File: config.mk
export PLATFORM = sky130hd
export DESIGN_NAME = fetch_unit
export DESIGN_NICKNAME = d
export VERILOG_FILES = /design/src/rtl/fetch_unit_pkg.sv /design/src/rtl/fetch_pc_gen.sv /design/src/rtl/fetch_unit.sv
export SDC_FILE = /design/constraint.sdc
export NUM_CORES = 1
export LEC_CHECK = 0
export ABC_AREA = 1
export BUFFER_PORTS_ARGS = -buffer_cell sky130_fd_sc_hd__buf_4
export CAP_MARGIN = 20
export CELL_PAD_IN_SITES_DETAIL_PLACEMENT = 0
export CELL_PAD_IN_SITES_GLOBAL_PLACEMENT = 1
export CORE_MARGIN = 2
export CORE_UTILIZATION = 39
export CTS_BUF_LIST = sky130_fd_sc_hd__clkbuf_4 sky130_fd_sc_hd__clkbuf_8 sky130_fd_sc_hd__clkbuf_16
export DETAILED_ROUTE_END_ITERATION = 16
export PLACE_DENSITY_LB_ADDON = 0.2
export SYNTH_ARGS = -nofsm -noshare
export SYNTH_HDL_FRONTEND = slang
export SYNTH_SLANG_ARGS = --single-unit
File: constraint.sdc
create_clock -name clk -period 3 [get_ports clk]
set_input_delay 0 -clock clk [delete_from_list [all_inputs] [get_ports clk]]
set_output_delay 0 -clock clk [all_outputs]
set_load 0.05 [all_outputs]
File: src/rtl/fetch_unit_pkg.sv
// rtl/fetch_unit_pkg.sv - shared types and constants for the instruction-fetch stage
package fetch_unit_pkg;

    typedef enum logic [0:0] {
        RUN  = 1'b0,
        HALT = 1'b1
    } fetch_state_t;

    // Instruction word that stops fetch when FETCH_HALT_EN is defined.
    localparam logic [31:0] HALT_WORD = 32'h0000_0000;

    // Value loaded into the IF/ID instruction field when a bubble is inserted.
    localparam logic [31:0] BUBBLE = 32'h0000_0000;

endpackage

File: src/rtl/fetch_pc_gen.sv
// rtl/fetch_pc_gen.sv - program counter register with redirect/advance next-PC mux
module fetch_pc_gen #(
    parameter int                  REGSIZE  = 32,
    parameter logic [REGSIZE-1:0]  RESET_PC = '0
) (
    input  logic               clk,
    input  logic               reset_n,
    input  logic               load,
    input  logic               advance,
    input  logic [REGSIZE-1:0] target,
    output logic [REGSIZE-1:0] pc
);

    logic [REGSIZE-1:0] pc_next;

    // Redirect wins over sequential advance; word-address increment wraps at all-ones.
    always_comb begin
        pc_next = pc;
        if (load) begin
            pc_next = target;
        end else if (advance) begin
            pc_next = pc + REGSIZE'(1);
        end
    end

    // PC register; asynchronous reset returns fetch to RESET_PC.
    always_ff @(posedge clk or negedge reset_n) begin
        if (!reset_n) begin
            pc <= RESET_PC;
        end else begin
            pc <= pc_next;
        end
    end

endmodule

File: src/rtl/fetch_unit.sv
// rtl/fetch_unit.sv - fetch stage with IF/ID register, stall, redirect and optional FETCH_HALT_EN halt-on-zero-word
module fetch_unit
    import fetch_unit_pkg::*;
#(
    parameter int                  BITSIZE  = 32,
    parameter int                  REGSIZE  = 32,
    parameter logic [REGSIZE-1:0]  RESET_PC = '0
) (
    input  logic               clk,
    input  logic               reset_n,
    input  logic               stall,
    input  logic               branch_taken,
    input  logic [REGSIZE-1:0] branch_target,
    output logic [REGSIZE-1:0] imem_addr,
    input  logic [BITSIZE-1:0] imem_data,
    output logic [BITSIZE-1:0] if_instr,
    output logic [REGSIZE-1:0] if_pc,
    output logic               if_valid,
    output logic               halted
);

    fetch_state_t       state;
    logic [REGSIZE-1:0] pc;
    logic               zero_fetch;
    logic               pc_advance;
    logic               halted_q;

    // A zero word stops fetch only in the halt-enabled build.
`ifdef FETCH_HALT_EN
    assign zero_fetch = (imem_data == BITSIZE'(HALT_WORD));
`else
    assign zero_fetch = 1'b0;
`endif

    // PC moves forward only on a real issue in RUN; redirect is handled by load.
    assign pc_advance = (state == RUN) && !branch_taken && !stall && !zero_fetch;

    fetch_pc_gen #(
        .REGSIZE  (REGSIZE),
        .RESET_PC (RESET_PC)
    ) u_pc_gen (
        .clk     (clk),
        .reset_n (reset_n),
        .load    (branch_taken),
        .advance (pc_advance),
        .target  (branch_target),
        .pc      (pc)
    );

    assign imem_addr = pc;
    assign halted    = halted_q;

    // Fetch state machine and IF/ID pipeline register.
    always_ff @(posedge clk or negedge reset_n) begin
        if (!reset_n) begin
            state    <= RUN;
            if_instr <= '0;
            if_pc    <= '0;
            if_valid <= 1'b0;
            halted_q <= 1'b0;
        end else begin
            case (state)
                RUN: begin
                    if (branch_taken) begin
                        if_instr <= BITSIZE'(BUBBLE);
                        if_valid <= 1'b0;
                    end else if (stall) begin
                        // hold IF/ID contents
                    end else if (zero_fetch) begin
                        if_valid <= 1'b0;
                        halted_q <= 1'b1;
                        state    <= HALT;
                    end else begin
                        if_instr <= imem_data;
                        if_pc    <= pc;
                        if_valid <= 1'b1;
                    end
                end
                HALT: begin
                    if_valid <= 1'b0;
                    if (branch_taken) begin
                        if_instr <= BITSIZE'(BUBBLE);
                        halted_q <= 1'b0;
                        state    <= RUN;
                    end
                end
                default: begin
                    state <= RUN;
                end
            endcase
        end
    end

endmodule

==> reports/qor.csv <==
metric,value,unit
status,finished clean,
cts_buffers,9,
wire_per_inst,15.6,um
die_h,114,um
synth_seq_cells,98,
drc,0,
internal-power,2.54,mW
num-nets-final,850,
rsz0062_at_grt,false,
dieWidth,114,um
switchingPower,1.50,mW
rr_endpoint,if_instr[21]$_DFFE_PN0P_,
final.setup.tns,0,ps
p_leak,3.56,nW
vias_per_cell,4.90,
wl,14600,um
die-area,13100,sq um
start_kind,register,
report.final.hold_viol_count,0,
seq_power_share,0.394,
post_cts_buffers,0,
drive_gt1_frac,0.276,
hold_path_class,input pin to register,
clkLatencyLatePin,350,ps
arrival,2370,ps
drtPass1Iterations,5,
finalClockSkew,9.33,ps
p_total,4.04,mW
pwr-share-clk,0.297,
drv_slew,0,
reg2reg_slack,920,ps
grt.total_usage,0.227,
maxCapViolations,0,
portBuffers,164,
path_max_fanout,49,
ys_seq_area_frac,0.515,
avgSynthCellArea,8.49,sq um
io_pins,166,
initial_core_util,0.398,
worstPathCellList,inv_2 -> nand2_1 -> nand2_1 -> inv_2 -> a22o_1,
stdcell_area,7030,sq um
grt_pass1_vias,4472,
p_sw_frac,0.372,
drt_iter0_drc,250,
max_freq,0.481,GHz
fin_crit_sh,0.693,
rows,40,
syn2layout_area_growth,47.8,%
dp_hpwl,9770,um
syn-num-nets,630,
cts_max_level,3,
fin_ws,920,ps
path_depth,5,
antenna_found_initial,0,
layout_commonest_cell,nand2_1,
cp-startpoint,state$_DFF_PN0_,
grt_max_degree,99,
path_class,register to register,
slew_headroom,0.401,
required,3290,ps
combPwrFrac,0.308,
grt_pass1_wl,23100,um
worstMarginPinSlew,896,ps
vias,4568,
worstSetupEndpointType,register,
mostFrequentLayoutCells,"197 x nand2_1, 166 x buf_4, 98 x dfrtp_1, 66 x dlygate4sd3_1, 52 x nor2_1",
postPlaceCellArea,6070,sq um
setup_violations,0,
reg2reg_depth,5,
reg2reg_from,state$_DFF_PN0_,
clk_pin_slew_worst_paths,70,ps
crit_family,buffers and inverters,
power_density,575,nW/um^2
gp_congestion,0.837,
fillCellCount,1078,
synth_cells,561,
cts_root_buf,clkbuf_16,
min_period,2080,ps
fp.coreArea,12000,sq um
cts_tree,done,
cp_num_buf_inv,2,
ys_warn_count,0,
grt_overflow,0,
ys_types,33,
worst_path_largest_cell_delay,800,ps
post-place-ws,821,ps
antenna_left,0,
whs,86.0,ps
crit_path_end,if_instr[21]$_DFFE_PN0P_,
diodes,0,
synthesis.area,4760,sq um
critical_path.slowest_cell,inv_2,
cts_buffer_depth,2,
cts_sinks,98,
hold_start,branch_taken,
irDropWorstVdd,278,uV
==> power by group through the flow <==
stage / Clock (mW) / Sequential [mW] / Combinational (mW)
2_1_floorplan: 0 / 2.10 / 0.271
3_3_place_gp: 0 / 1.62 / 1.17
3_5_place_dp: 0 / 1.62 / 1.18
4_1_cts: 1.23 / 1.59 / 1.25
5_1_grt: 1.29 / 1.62 / 1.32
6_report: 1.20 / 1.59 / 1.25
==> cell usage after synthesis, drive strengths merged <==
| cell type | n | area share |
|---|---|---|
| nand2 | 208 | 0.17 |
| dfrtp | 98 | 0.52 |
| nor2 | 65 | 0.071 |
| inv | 44 | 0.035 |
| o21ai | 36 | 0.041 |
| a22o | 32 | 0.059 |
| nand3 | 22 | 0.025 |
| buf | 19 | 0.026 |
| o2111ai | 8 | 0.015 |
| clkbuf | 5 | 0.0039 |
| o21a | 5 | 0.0079 |
| a21oi | 4 | 0.0042 |
| o211ai | 3 | 0.0047 |
| o221ai | 3 | 0.0055 |
| a22oi | 2 | 0.0032 |
| a31oi | 1 | 0.0013 |
| conb | 1 | 0.00079 |
| ha | 1 | 0.0026 |
| nand3b | 1 | 0.0016 |
| nor3 | 1 | 0.0011 |
| xnor2 | 1 | 0.0018 |
| xor2 | 1 | 0.0018 |
==> per-layer routing <==
metal / GRT usage / share of wire / vias to the layer above / routed length [um]
li1: - / - / 2277 / -
met3: 0.0334 / 0.047 / 16 / 684
met2: 0.369 / 0.48 / 117 / 7000
met5: 0 / 0 / - / 0
met4: 0.0870 / 0.020 / 0 / 291
met1: 0.306 / 0.45 / 2158 / 6620
==> worst min path at each step <==
stage                                    to  depth (start not counted)
finish                      state$_DFF_PN0_                          2
CTS                         state$_DFF_PN0_                          2
floorplan           if_instr[0]$_DFFE_PN0P_                          0
global placement       if_pc[1]$_DFFE_PN0P_                          2
detailed placement    if_pc[10]$_DFFE_PN0P_                          2
global route                state$_DFF_PN0_                          2
==> stage by stage <==
stage / cells / utilization
global route: 933 / 0.588
detailed placement: 851 / 0.507
global placement: 851 / 0.507
finish: 933 / 0.588
floorplan: 561 / -
CTS: 933 / 0.588
==> cell type report <==
| class | count | area, sq um | area share |
|---|---|---|---|
| Timing Repair Buffer | 233 | 1930 | 0.274 |
| Clock inverter | 6 | 71.3 | 0.0101 |
| Sequential cell | 98 | 2450 | 0.349 |
| Multi-Input combinational cell | 395 | 2000 | 0.285 |
| Inverter | 44 | 165 | 0.0235 |
| Tap cell | 147 | 184 | 0.0261 |
| Clock buffer | 10 | 233 | 0.0331 |
==> cell families after synthesis <==
kind of cell,synth area share
xor gates and xnor gates,0.00368
AOI/OAI and AO/OA,0.141
buffers and inverters,0.0644
adders and majority gates,0.00263
and+or+nand+nor,0.272
DFF,0.515
other,0.000788
==> sequential cells by signal, indices dropped and copies added (netlist names) <==
register     cells
state            1
if_pc           32
u_pc_gen.pc     32
if_instr        32
if_valid         1
==> timing repair <==
action                                 in CTS  in global routing
setup endpoints to repair                   0                  0
hold buffers                               66                  0
endpoints found under the hold margin     163                  0
resized for setup                           0                  0
Note: power is estimated with default switching activity, not from simulation.
